===== config.mk =====
export PLATFORM = sky130hd
export DESIGN_NAME = trigger_match_ctrl
export DESIGN_NICKNAME = d
export VERILOG_FILES = /design/src/rtl/trigger_match_ctrl.sv
export SDC_FILE = /design/constraint.sdc
export NUM_CORES = 1
export LEC_CHECK = 0
export ABC_AREA = 1
export CAP_MARGIN = 20
export CORE_MARGIN = 3
export CORE_UTILIZATION = 41
export CTS_CLUSTER_DIAMETER = 50
export DETAILED_ROUTE_END_ITERATION = 12
export PLACE_DENSITY_LB_ADDON = 0.25
export SETUP_SLACK_MARGIN = 0.1
export SLEW_MARGIN = 20
export SYNTH_ARGS = -nofsm -noshare
export SYNTH_HDL_FRONTEND = slang
export SYNTH_SLANG_ARGS = --single-unit

===== constraint.sdc =====
create_clock -name cpu_clk -period 1.7 [get_ports cpu_clk]
set_input_delay 0.34 -clock cpu_clk [delete_from_list [all_inputs] [get_ports cpu_clk]]
set_output_delay 0.34 -clock cpu_clk [all_outputs]
set_load 0.01 [all_outputs]

===== src/rtl/trigger_match_ctrl.sv =====
// trigger_match_ctrl
//   Sequences the two hardware triggers of the trigger CSR block. The
//   execute-stage PC and the memory-stage load/store address are compared
//   against each trigger's mcontrol/tdata2. A hit in cycle C is registered
//   and raised as a held request from C+1 until the pipeline acks or flushes.
//   After the ack, the resumed instruction (same PC) is skipped so the
//   trigger does not immediately re-fire.
//
// Ports
//   cpu_clk, cpu_rst        clock, async active-high reset
//   mctrl_t0/1, tdata2_t0/1 trigger configuration from the CSR block
//   exe_valid, exe_pc       execute-stage instruction
//   mem_ld_valid/st_valid   memory-stage load/store issue
//   mem_addr                memory-stage address
//   dbg_mode                hart in debug mode (blocks all matching)
//   pipe_flush, trig_ack    pipeline handshake
//   trig_req                held request to the pipeline
//   trig_action             0 = breakpoint exception, 1 = enter debug mode
//   trig_hit                triggers that fired
//   trig_tval               matched address
//   hit_set                 1-cycle pulse to set the tdata1 hit bit

// Per-trigger comparator: one instance per trigger.
module trigger_match_unit #(
    parameter int DATA_WIDTH = 32
) (
    input  logic [31:0]           mctrl,
    input  logic [DATA_WIDTH-1:0] tdata2,
    input  logic                  exe_valid,
    input  logic [DATA_WIDTH-1:0] exe_pc,
    input  logic                  mem_ld_valid,
    input  logic                  mem_st_valid,
    input  logic [DATA_WIDTH-1:0] mem_addr,
    input  logic                  dbg_mode,
    output logic                  exe_hit,
    output logic                  mem_hit
);
    function automatic logic cmp(input logic [3:0] mt,
                                 input logic [DATA_WIDTH-1:0] a,
                                 input logic [DATA_WIDTH-1:0] t);
        case (mt)
            4'd0:    cmp = (a == t);
            4'd2:    cmp = (a >= t);
            4'd3:    cmp = (a < t);
            default: cmp = 1'b0;
        endcase
    endfunction

    logic dmode, action, m_en, ex_en, st_en, ld_en, eligible;
    logic [3:0] match;

    assign dmode  = mctrl[27];
    assign action = mctrl[12];
    assign match  = mctrl[10:7];
    assign m_en   = mctrl[6];
    assign ex_en  = mctrl[2];
    assign st_en  = mctrl[1];
    assign ld_en  = mctrl[0];

    // A debug-only trigger that asks for a breakpoint exception is malformed
    // and is never allowed to fire.
    assign eligible = ~(dmode & ~action) & m_en & ~dbg_mode;

    assign exe_hit = eligible & ex_en & exe_valid & cmp(match, exe_pc, tdata2);
    assign mem_hit = eligible & ((ld_en & mem_ld_valid) | (st_en & mem_st_valid))
                   & cmp(match, mem_addr, tdata2);

    // Fields not used by the comparator (chain is consumed at the top level).
    logic unused_mctrl;
    assign unused_mctrl = ^{mctrl[31:28], mctrl[26:13], mctrl[11], mctrl[5:3]};
endmodule

module trigger_match_ctrl #(
    parameter int DATA_WIDTH = 32,
    parameter int NUM_TRIG   = 2
) (
    input  logic                  cpu_clk,
    input  logic                  cpu_rst,
    input  logic [31:0]           mctrl_t0,
    input  logic [31:0]           mctrl_t1,
    input  logic [DATA_WIDTH-1:0] tdata2_t0,
    input  logic [DATA_WIDTH-1:0] tdata2_t1,
    input  logic                  exe_valid,
    input  logic [DATA_WIDTH-1:0] exe_pc,
    input  logic                  mem_ld_valid,
    input  logic                  mem_st_valid,
    input  logic [DATA_WIDTH-1:0] mem_addr,
    input  logic                  dbg_mode,
    input  logic                  pipe_flush,
    input  logic                  trig_ack,
    output logic                  trig_req,
    output logic                  trig_action,
    output logic [NUM_TRIG-1:0]   trig_hit,
    output logic [DATA_WIDTH-1:0] trig_tval,
    output logic [NUM_TRIG-1:0]   hit_set
);
    typedef enum logic [1:0] {IDLE, PEND, SKIP} state_t;

    typedef struct packed {
        logic [NUM_TRIG-1:0]   hit;
        logic [DATA_WIDTH-1:0] tval;
        logic                  action;
    } trig_rsp_t;

    logic [NUM_TRIG-1:0][31:0]           mctrl;
    logic [NUM_TRIG-1:0][DATA_WIDTH-1:0] tdata2;
    logic [NUM_TRIG-1:0]                 exe_hit, mem_hit;
    logic [NUM_TRIG-1:0]                 exe_fire, mem_fire, sel_fire;
    logic                                chain0, any_hit, release_skip;
    trig_rsp_t                           rsp_next;
    state_t                              state;

    assign mctrl  = {mctrl_t1, mctrl_t0};
    assign tdata2 = {tdata2_t1, tdata2_t0};

    generate
        for (genvar n = 0; n < NUM_TRIG; n++) begin : g_trig
            trigger_match_unit #(.DATA_WIDTH(DATA_WIDTH)) u_match (
                .mctrl        (mctrl[n]),
                .tdata2       (tdata2[n]),
                .exe_valid    (exe_valid),
                .exe_pc       (exe_pc),
                .mem_ld_valid (mem_ld_valid),
                .mem_st_valid (mem_st_valid),
                .mem_addr     (mem_addr),
                .dbg_mode     (dbg_mode),
                .exe_hit      (exe_hit[n]),
                .mem_hit      (mem_hit[n])
            );
        end
    endgenerate

    // Chaining gates trigger 0 on trigger 1 matching the same source in the
    // same cycle; trigger 1's own chain bit has no meaning with two triggers.
    assign chain0 = mctrl_t0[11];

    always_comb begin
        exe_fire    = exe_hit;
        mem_fire    = mem_hit;
        exe_fire[0] = exe_hit[0] & (~chain0 | exe_hit[1]);
        mem_fire[0] = mem_hit[0] & (~chain0 | mem_hit[1]);
    end

    // The memory-stage instruction is older, so its hits win and any
    // execute-stage hits in the same cycle are dropped.
    always_comb begin
        sel_fire      = (|mem_fire) ? mem_fire : exe_fire;
        any_hit       = |sel_fire;
        rsp_next.hit  = sel_fire;
        rsp_next.tval = (|mem_fire) ? mem_addr : exe_pc;
        // Lowest-index firing trigger decides; a chained pair uses trigger 1.
        if (sel_fire[0] && !chain0) rsp_next.action = mctrl_t0[12];
        else                        rsp_next.action = mctrl_t1[12];
    end

    // Leave SKIP on the first real instruction that is not the resumed one.
    assign release_skip = exe_valid & ~dbg_mode & (exe_pc != trig_tval);

    always_ff @(posedge cpu_clk or posedge cpu_rst) begin
        if (cpu_rst) begin
            state       <= IDLE;
            trig_req    <= 1'b0;
            trig_hit    <= '0;
            trig_tval   <= '0;
            trig_action <= 1'b0;
        end else begin
            case (state)
                IDLE: begin
                    if (any_hit) begin
                        state       <= PEND;
                        trig_req    <= 1'b1;
                        trig_hit    <= rsp_next.hit;
                        trig_tval   <= rsp_next.tval;
                        trig_action <= rsp_next.action;
                    end
                end
                PEND: begin
                    if (trig_ack) begin
                        state    <= SKIP;
                        trig_req <= 1'b0;
                    end else if (pipe_flush) begin
                        state     <= IDLE;
                        trig_req  <= 1'b0;
                        trig_hit  <= '0;
                        trig_tval <= '0;
                    end
                end
                SKIP: begin
                    // The releasing cycle is evaluated exactly as IDLE would.
                    if (release_skip) begin
                        if (any_hit) begin
                            state       <= PEND;
                            trig_req    <= 1'b1;
                            trig_hit    <= rsp_next.hit;
                            trig_tval   <= rsp_next.tval;
                            trig_action <= rsp_next.action;
                        end else begin
                            state     <= IDLE;
                            trig_hit  <= '0;
                            trig_tval <= '0;
                        end
                    end
                end
                default: begin
                    state    <= IDLE;
                    trig_req <= 1'b0;
                end
            endcase
        end
    end

    // Hit bits are written back in the same cycle the pipeline takes the trap.
    always_comb begin
        hit_set = '0;
        if (state == PEND && trig_ack) hit_set = trig_hit;
    end
endmodule


Word level (Yosys, flattened, before mapping)
Cells that the tools add are included.
{"block": "word_totals", "regBits": 38, "in_bits": 200, "out_inout_bits": 38, "wordCells": 110}
{"block": "classes", "order_cmp": 8, "n_eq_ne": 16, "mux": 33, "n_bitwise": 34, "n_reduce_logical": 14}
{"op": "two-way mux 32 bit", "count": 6}
{"op": "equality test 32 bit", "count": 4}
{"op": "greater-or-equal comparator 32 bit", "count": 4}
{"op": "< comparator 32 bit", "count": 4}
{"op": "case mux 32 bit (3 select lines)", "count": 1}
{"op": "inequality test 32 bit", "count": 1}
{"op": "bitwise AND 1 bit", "count": 24}
{"op": "two-way mux 2 bit", "count": 10}
{"op": "equality test 4 x 2 -> 1 bit, second input constant", "count": 4}
{"op": "case mux 1 bit (3 select lines)", "count": 5}
{"op": "case mux 2 bit (3 select lines)", "count": 2}
{"op": "logical NOT 4 bit", "count": 2}
{"op": "two-way mux 1 bit", "count": 8}
{"op": "inequality test 2 bit, second input constant", "count": 4}
{"op": "inverter 1 bit", "count": 6}
{"op": "AND reduction 5 bit", "count": 1}
{"op": "bitwise OR 1 bit", "count": 4}
{"op": "AND reduction 2 bit", "count": 2}
{"op": "OR reduction 2 bit", "count": 2}
{"op": "inequality test 3 bit, second input constant", "count": 1}
{"op": "AND reduction 3 bit", "count": 1}
{"op": "nonzero test 3 bit", "count": 1}
{"op": "equality test 2 x 1 -> 1 bit, second input constant", "count": 1}
{"op": "equality test 2 bit, second input constant", "count": 1}
{"op": "other kinds (5)", "count": 6}

Logic depth before layout (Yosys ltp)
{"block": "depth", "ltp_word": 16, "depth_mapped": 25, "depth_no_buf": 24}

Cells and area by module
Synthesis repeated with hierarchy kept, for this count alone.
{"block": "unflattened", "cells_unflattened": 933, "hier_area_um2": 6281.0}
{"mod": "trigger_match_unit", "n_inst": 2, "cells_each": 282, "area_each_um2": 1765.4, "seq_area_each_um2": 0.0}
{"mod": "trigger_match_ctrl", "n_inst": 1, "cells_each": 369, "area_each_um2": 2750.1, "seq_area_each_um2": 950.9}

Least setup slack after synthesis
Ideal clock, no wire load.
{"block": "synth_timing", "path_kind": "in2reg", "start": "in tdata2_t1[31]", "end": "reg trig_tval[11]", "setup_time_ns": 0.117, "t_arrival_ns": 2.264, "t_required_ns": 1.583, "slack_ns": -0.681, "path_stages": 18, "n_path_buf": 1, "cell_sequence": "inv_1 > ha_1 > nand2_1 > nor2_1 > nand2_1 > nor4_4 > nand2_1 > nand3_1 > nand2_1 > nand3_2 > nand2_2 > nand2_1 > nand2_2 > nand2_2 > clkbuf_1 > o21ai_0 > nand3_1 > nand2_1"}
{"block": "synth_between", "elab_chain_len": 11, "elab_cells_between_ends": 24, "cone_classes": "4 x order compare; 3 x eq/ne; 8 x mux; 6 x bitwise; 3 x reduce/logical"}
{"element": "start: declaration", "line_no": "82", "source": "input logic [DATA_WIDTH-1:0] tdata2_t1,"}
{"element": "< comparator 32 bit (tied with other cells)", "line_no": "44", "source": "4'd3: cmp = (a < t);"}
{"element": "case mux 1 bit (3 select lines)", "line_no": "41", "source": "case (mt)"}
{"element": "bitwise AND 1 bit", "line_no": "66", "source": "& cmp(match, mem_addr, tdata2);"}
{"element": "bitwise OR 1 bit", "line_no": "141", "source": "mem_fire[0] = mem_hit[0] & (~chain0 | mem_hit[1]);"}
{"element": "bitwise AND 1 bit", "line_no": "141"}
{"element": "OR reduction 2 bit", "line_no": "147, 150"}
{"element": "two-way mux 2 bit", "line_no": "147", "source": "sel_fire = (|mem_fire) ? mem_fire : exe_fire;"}
{"element": "OR reduction 2 bit", "line_no": "148", "source": "any_hit = |sel_fire;"}
{"element": "two-way mux 32 bit", "line_no": "191", "source": "if (any_hit) begin"}
{"element": "two-way mux 32 bit", "line_no": "190", "source": "if (release_skip) begin"}
{"element": "case mux 32 bit (3 select lines)", "line_no": "167", "source": "case (state)"}
{"element": "end signal: assignment", "line_no": "173", "source": "trig_tval <= rsp_next.tval;"}
{"element": "end signal: assignment", "line_no": "195", "source": "trig_tval <= rsp_next.tval;"}
{"element": "end: declaration", "line_no": "94", "source": "output logic [DATA_WIDTH-1:0] trig_tval,"}
Parallel ways exist; a longest one is shown, timed or not. The select of a mux whose other input is x is not followed.
A chain may end at the register's enable or synchronous reset.

Final worst setup path
{"block": "layout_timing", "start": "in mem_addr[19]", "end": "reg trig_tval[20]"}
{"block": "layout_between", "elab_chain_len": 11, "elab_cells_between_ends": 22, "cone_classes": "4 x order compare; 3 x eq/ne; 8 x mux; 4 x bitwise; 3 x reduce/logical"}
{"element": "start: declaration", "line_no": "87", "source": "input logic [DATA_WIDTH-1:0] mem_addr,"}
{"element": "< comparator 32 bit (tied with other cells)", "line_no": "44"}
{"element": "case mux 1 bit (3 select lines)", "line_no": "41"}
{"element": "bitwise AND 1 bit", "line_no": "66"}
{"element": "bitwise OR 1 bit", "line_no": "141"}
{"element": "bitwise AND 1 bit", "line_no": "141"}
{"element": "OR reduction 2 bit", "line_no": "147, 150"}
{"element": "two-way mux 2 bit", "line_no": "147"}
{"element": "OR reduction 2 bit", "line_no": "148"}
{"element": "two-way mux 32 bit", "line_no": "191"}
{"element": "two-way mux 32 bit", "line_no": "190"}
{"element": "case mux 32 bit (3 select lines)", "line_no": "167"}
Parallel ways exist; a longest one is shown, timed or not. The select of a mux whose other input is x is not followed.

==> summary.txt <==
final period utilization: 153%
slew margin rel.: 70.9%
Pwr Density: 715 mW/mm2
Seq/Total Area, Yosys: 15.9%
Avg Cell Area, Syn: 6.63 um2
Seq cells post-synth: 38
Die H: 127 um
initial antenna violation count: 0
Clock transition at path regs: 0.06 ns
Worst setup SP type: input pin
maximum ir drop on the vdd rail: 0.708 mV
min-delay worst type: in -> async
clk sinks: 38
IO buf count: 194
Post-Syn Instances: 900
nets@finish: 1566
Initial Util: 42.5%
Die X: 127 um
CTS Buf Count: 5
Worst Path Required: 1.92 ns
Initial DRC Count: 398
Worst Setup Path Type: in -> reg
final instance area: 0.0112 mm2
overall routing resource usage: 24.9%
Max clock buf depth: 2
CTS tree: done
unrepaired setup endpoints after global routing: yes
final wirelength: 25200 um
post-synth top area share: 27.7%
hold_buf cts: 0
wire per inst: 17.8 um
cell accounting for the most synthesized area: ha_1
CP Data Arrival Time: 2.82 ns
RD Place Congestion: 0.953
Die ar.: 0.0160 mm2
global-route wire length before repair: 33300 um
clk_skew: 0.00233 ns
# setup viols final: 38
DRT Pass-1 Iters: 5
mapped cell area: 0.00596 mm2
Worst-Margin Slew: 0.434 ns
max-cap viol count: 0
status: finished, violations left
library cells used by synthesis: 36
vias in the first global route: 7108
Worst-Skew Late Latency: 0.28 ns
layout cells sized above 1: 41.8%
DRC Markers: 0
Fmax: 384 MHz
post-DP HPWL: 17100 um
Ys Warns: 0
Final ANT Viol Nets: 0
failing checks: setup timing
crit path max fanout: 18
# IOs: 238
dpl cell area: 0.00924 mm2
Critical Path Most Common Cell: nand2_1
antenna cell count: 0
CP bufs+invs: 2
Site Rows: 43
final worst slack: -0.906 ns
via count: 7615
gr ovfl total: 0
H-tree Lvls: 2
Synth-to-Final Area Change: 88.2%
core area: 0.0140 mm2
Slew Limit Fails: 0
largest net degree at the start of global routing: 39
vias per inst: 5.38
leak pwr: 6.09 nW
slowest CP cell: dlymetal6s2s_1
Area contributors post-synth: ha_1, nand2_1, dfrtp_1, inv_1, nand3_1
Critical Path Sink Type: flop
crit-path cells: dlymetal6s2s_1, ha_4, a21oi_1, o21ai_1, nand2_1, nand2_2, a21oi_4, nand3_2, nand2_1, nand3_2, nand2_4, nand2_4, nand2_4, nand4_4, o21bai_4, clkbuf_16, nand2_1, nand2_1
CP peak stage delay: 0.28 ns
syn_nets: 1232
final worst path period need: 2.61 ns
Total Power: 8.02 mW
Hold Fails Final Rpt: 0
Place WS: -1.58 ns
CTS root buffer: clkbuf_16
critical path's top delay family: simple AND/OR/NAND/NOR gates
## logic make-up after synthesis
group | after synthesis | synth area share, %
fa+ha+maj | 132 | 27.7
buf+inv | 145 | 9.71
simple gates | 448 | 32.7
flops | 38 | 15.9
compound gates | 117 | 11.0
xor+xnor | 20 | 2.94
## metrics by stage
| stage | instances | hold slack, ns | utilization (%) | setup TNS (ns) |
|---|---|---|---|---|
| 2_1_floorplan | 900 | 0.513 | - | -22.52 |
| 3_3_place_gp | 1391 | 0.471 | 65.8 | -55.88 |
| 3_5_place_dp | 1391 | 0.482 | 65.8 | -58.95 |
| 4_1_cts | 1401 | 0.424 | 67.6 | -41.04 |
| 5_1_grt | 1415 | 0.437 | 79.9 | -35.48 |
| 6_report | 1415 | 0.410 | 79.9 | -32.69 |
## placed cells by master, fill, tap and decap left out, types with 28 or more instances in the layout
cell	Yosys	routed
ha_1	132	44
nand2_1	277	227
a21oi_1	63	33
a21oi_2	0	28
inv_2	0	66
inv_1	128	59
ha_4	0	86
nand2_2	6	41
dfrtp_1	38	38
dlymetal6s2s_1	0	83
dlygate4sd2_1	0	28
clkdlybuf4s50_1	0	32
clkbuf_2	0	28
buf_4	0	136
nand3_1	77	61
## routing by layer
layer	track usage [%]	routed length, um
met1	32.1	9780
met2	42.8	12800
met3	2.99	1510
met4	8.77	1050
met5	0	0
## worst paths after layout
kind / cells after the start / endpoint / startpoint / slack (ns)
min in group cpu_clk: 5 / trig_tval[28] / mem_addr[28] / 0.43
hold / removal: 3 / state[1] / cpu_rst / 0.41
setup reg to reg: 11 / trig_tval[20] / trig_tval[4] / -0.59
setup / recovery: 18 / trig_tval[20] / mem_addr[19] / -0.91
hold reg to reg: 2 / trig_req / trig_req / 0.53
max in group asynchronous: 3 / trig_tval[26] / cpu_rst / 1.09
## repair_timing
item                       4_1_cts  5_1_grt
setup endpoints to repair       71       40
buffers inserted                 1       12
gates cloned                     1        2
pin swaps                       16       99
gates resized for setup         92      508
## area by class of cell
class | instances | area [um2]
multi-input cells | 717 | 6150
repair buffers | 344 | 3250
fillers | 885 | 2820
flip-flops and latches | 38 | 951
inverters | 128 | 500
well taps | 180 | 225
clock buffers | 6 | 139
clock inverters | 2 | 12.5
## state kept, by name (all words and copies together), names as in the netlist
| name | count |
|---|---|
| trig_action | 1 |
| trig_tval | 32 |
| trig_hit | 2 |
| trig_req | 1 |
| state | 2 |
## power breakdown
part           switching, mW  internal, mW  total [mW]
Combinational           2.84          2.75        5.59
Sequential             0.250          1.25        1.50
Clock                  0.360         0.580       0.941
## tightest hold or removal path, delay by kind of cell
family                 cells  cell delay (ns)
buffers and inverters      3             0.71
## cell usage after synthesis, drive strengths merged
| master | instances |
|---|---|
| a211oi | 1 |
| a21o | 2 |
| a21oi | 63 |
| a22o | 1 |
| and3 | 2 |
| buf | 13 |
| clkbuf | 4 |
| dfrtp | 38 |
| ha | 132 |
| inv | 128 |
| nand2 | 283 |
| nand3 | 78 |
| nand3b | 1 |
| nand4 | 17 |
| nor2 | 45 |
| nor3 | 8 |
| nor3b | 1 |
| nor4 | 7 |
| o2111ai | 3 |
| o211ai | 1 |
| o21a | 7 |
| o21ai | 33 |
| o21bai | 5 |
| o221ai | 1 |
| or2 | 6 |
| xnor2 | 20 |
(Power assumes the default switching activity.)
==> edit 1: new RTL, config.mk and constraints unchanged <==
`DATA_WIDTH` is set to 32 in 2 places; all go to 16.
--- a/src/rtl/trigger_match_ctrl.sv
+++ b/src/rtl/trigger_match_ctrl.sv
@@ -22,7 +22,7 @@
 
 // Per-trigger comparator: one instance per trigger.
 module trigger_match_unit #(
-    parameter int DATA_WIDTH = 32
+    parameter int DATA_WIDTH = 16
 ) (
     input  logic [31:0]           mctrl,
     input  logic [DATA_WIDTH-1:0] tdata2,
@@ -71,7 +71,7 @@
 endmodule
 
 module trigger_match_ctrl #(
-    parameter int DATA_WIDTH = 32,
+    parameter int DATA_WIDTH = 16,
     parameter int NUM_TRIG   = 2
 ) (
     input  logic                  cpu_clk,
Interface: changed (5 resized); port bits go from 238 to 158. No check against the original RTL was run, so the function may have changed too.
==> edit 1 against the unedited design <==
The flow still finishes with violations (negative setup slack); total power shrank 44%; sequential cell count shrank 16; final area shrank 42%; first-iteration DRC count shrank 42%; wire length shrank 42%; critical path depth grew 1; clock skew grew 0.0032 ns; area after synthesis shrank 43%; setup slack gained 0.067 ns; utilization grew 2.0 points; critical path type unchanged; critical endpoint is now trig_hit[0]; highest routed layer unchanged.
==> edit 1: results (changes against the unedited design) <==
| Metric | Value |
|---|---|
| Worst-path clk slew | 0.09 ns (+0.03 ns) |
| Status | complete, but fails checks |
| GRT met1 Usage | 0.321 (about the same) |
| Met2 WL | 7.25 mm (-44%) |
| CP max FO | 8 (-10) |
| Largest cells by area after synthesis | ha_1, nand2_1, dfrtp_1 |
| DRT met1 WL | 5.65 mm (-42%) |
| Psw | 1.92 mW (-44%) |
| Worst vdd ir | 0.353 mV (-50%) |
| Syn Nets | 710 (-42%) |
| CTS H-tree lvls | 1 (-1) |
| GPL Wtd Cong | 0.895 (-6.1%) |
| Clk root buf | clkbuf_8 |
| GRT Resource Usage Total | 0.277 (+0.0282) |
| Routing usage on met2 | 0.517 (+0.0887) |
| Sequential area share after synthesis | 0.161 (+0.00110) |
| Postcts setup bufs | 22 (+21) |
| Data buffer area share | 0.286 (-0.00371) |
| Seq. cell area | 551 um^2 (-42%) |
| First-pass GRT wire length | 21.8 mm (-35%) |
| CTS Buf Count | 3 (-2) |
| Share of cells above drive strength 1 | 0.522 (+0.104) |
| Clock buffer count | 4 (-2) |
| Failing checks | negative setup slack |
| Post-CTS sizing | 392 (+330%) |
| WL/cell | 17.6 um (-1.1%) |
| PortBufs | 114 (-41%) |
| Non-clock inverter count | 73 (-43%) |
| Met3 Use GR | 0.0302 (+0.000256) |
| DRT iter0 DRCs | 231 (-42%) |
| Reg2Reg Launch Point | trig_tval[1] |
| Filler cell count | 456 (-48%) |
| Non-clk bufs | 219 (-36%) |
| Final setup vio count | 22 (-42%) |
| Number of flip-flops in the largest register | 16 (-50%) |
| Comb_multi_in | 404 (-44%) |
| Fin worst setup slack | -0.839 ns (+0.0669 ns) |
| Relative slew slack | 0.650 (-0.0590) |
| Synthesized area per cell | 6.78 um^2 (+2.3%) |
| Final #Nets | 927 (-41%) |
| Clock-cell share | 0.00848 (-0.00501) |
| Crit-path slowest cell | nor3b_4 |
| Skew final | 0.00549 ns (+0.00316 ns) |
| Crit path launch | exe_pc[13] |
| Worst flop-to-flop path endpoint | trig_tval[4] |
| Worst Setup EP | trig_hit[0] |
| Setup WS pre-CTS | -1.36 ns (+0.217 ns) |
| Fin cells | 824 (-42%) |
| R2R cell count | 12 (+1) |
| Synth cell types | 39 (+8.3%) |
| Top flop regs | trig_tval: 16 flops, state: 2 flops, trig_hit: 2 flops |
| Post-synth top cells | nand2_1, inv_1, ha_1 |
| FFs & Latches | 22 (-42%) |
| Multi-input combinational area share | 0.554 (+0.00663) |
[edit 1: cell types whose count changed after synthesis, sizes merged, moves of 15 or more]
cell / change
inv: -57
a21oi: -27
dfrtp: -16
nor2: -15
nand2: -125
xnor2: -15
nand3: -37
ha: -64
[edit 1: logic make-up (layout without fill, tap and decap cells)]
kind of cell    Yosys count  after routing  share of synthesized area
compound gates           67             67                      0.111
xor+xnor                 12             12                     0.0306
fa+ha+maj                68             68                      0.248
buf+inv                  80            296                     0.0949
flops                    22             22                      0.161
simple gates            257            257                      0.355
[edit 1: per-stage QoR]
step / hold slack [ns] / TNS, ns / cell area [um^2] / total power, mW
5_1_grt: 0.425 / -18.20 / 6490 / 4.76
6_report: 0.407 / -16.78 / 6490 / 4.52
3_3_place_gp: 0.475 / -28.02 / 5530 / 3.30
3_5_place_dp: 0.483 / -29.10 / 5530 / 3.36
2_1_floorplan: 0.329 / -8.78 / 3700 / 2.03
4_1_cts: 0.419 / -12.05 / 6320 / 4.19
==> edit 2: new RTL, same settings <==
Without the edit above. Make the reset (`cpu_rst`) synchronous in one clocked block. Comments in the files are not updated.
--- a/src/rtl/trigger_match_ctrl.sv
+++ b/src/rtl/trigger_match_ctrl.sv
@@ -156,7 +156,7 @@
     // Leave SKIP on the first real instruction that is not the resumed one.
     assign release_skip = exe_valid & ~dbg_mode & (exe_pc != trig_tval);
 
-    always_ff @(posedge cpu_clk or posedge cpu_rst) begin
+    always_ff @(posedge cpu_clk) begin
         if (cpu_rst) begin
             state       <= IDLE;
             trig_req    <= 1'b0;
Function: differs if cpu_rst is asserted again (counterexample within 4 cycles, from zero or initial values and one cycle with cpu_rst high); with cpu_rst held inactive, the same outputs for 10 cycles.
==> edit 2 against the unedited design <==
The flow still finishes with violations (negative setup slack); utilization rose by 6.4 points; sequential share of layout area down 1.9 points; wire length is 28% higher; sequential power down 25%; area after synthesis shrank 2.1%; cell count up 1.7%; sequential cell count unchanged; total power decreased by 17%; setup slack got worse by 0.24 ns; maximum frequency down 8.3%; synthesized cell count fell by 0.11%; final area is 4.3% higher; count of clock-buffer cells in the layout shrank 1; critical endpoint is now trig_tval[11]; largest power group unchanged.
==> edit 2: results (changes against the unedited design) <==
| Metric | Value |
|---|---|
| Drt pass-1 iters | 7 (+2) |
| Crit-path max cell delay | 0.33 ns (+0.05 ns) |
| Post-CTS sizing | 663 (+620%) |
| Compound-gate portion of the synthesized area | 0.133 (+0.0231) |
| Synth cell types | 38 (+5.6%) |
| Crit-path slowest cell | nor3_2 |
| Crit path launch | mem_addr[12] |
| Slew @ Worst Pin | 0.544 ns (+0.111 ns) |
| Fin cells | 1439 (+1.7%) |
| Final setup vio count | 38 (unchanged) |
| Psw | 2.80 mW (-19%) |
| Postcts setup bufs | 17 (+16) |
| Met3 Routed Length | 2.93 mm (+94%) |
| Leak Pwr | 5.26 nW (-14%) |
| Total wire length | 32.2 mm (+28%) |
| Worst vdd ir | 0.390 mV (-45%) |
| Worst Setup EP | trig_tval[11] |
| DRT met1 WL | 11.0 mm (+13%) |
| Sequential area share after synthesis | 0.130 (-0.0292) |
| GRT Resource Usage Total | 0.323 (+0.0743) |
| Largest net degree at the start of global routing | 28 (-28%) |
| Hold_ws | 0.452 ns (+0.0424 ns) |
| Status | complete, but fails checks |
| CP max FO | 7 (-11) |
| Failing checks | negative setup slack |
| Post-Route Setup TNS | -40.55 ns (-7.86 ns) |
| Fin worst setup slack | -1.14 ns (-0.236 ns) |
edit 2: area by class of cell:
cell class / count / area (um^2) / area share
well taps: 176 / 220 / 0.0188
inverters: 115 / 474 / 0.0405
clock buffers: 5 / 125 / 0.0107
multi-input cells: 723 / 6740 / 0.576
clock inverters: 3 / 45.0 / 0.00385
flip-flops and latches: 38 / 763 / 0.0652
repair buffers: 379 / 3330 / 0.285
edit 2: cells by family after synthesis:
kind of cell	count (synthesis)
buffers and inverters	138
and+or+nand+nor	421
xor gates and xnor gates	28
DFF	38
AOI/OAI and AO/OA	142
adders and majority gates	132
edit 2: power groups by stage:
stage	Clock, mW	Combinational (mW)	Sequential (mW)
2_1_floorplan	0	1.38	1.19
3_3_place_gp	0	2.96	1.12
3_5_place_dp	0	3.02	1.12
4_1_cts	1.09	3.34	1.10
5_1_grt	1.13	4.65	1.13
6_report	1.11	4.47	1.12
edit 2: layer usage:
metal	vias to the layer above	track usage
met5	-	0
met4	0	0.156
met3	272	0.0567
met2	695	0.576
met1	3916	0.373
li1	3749	-
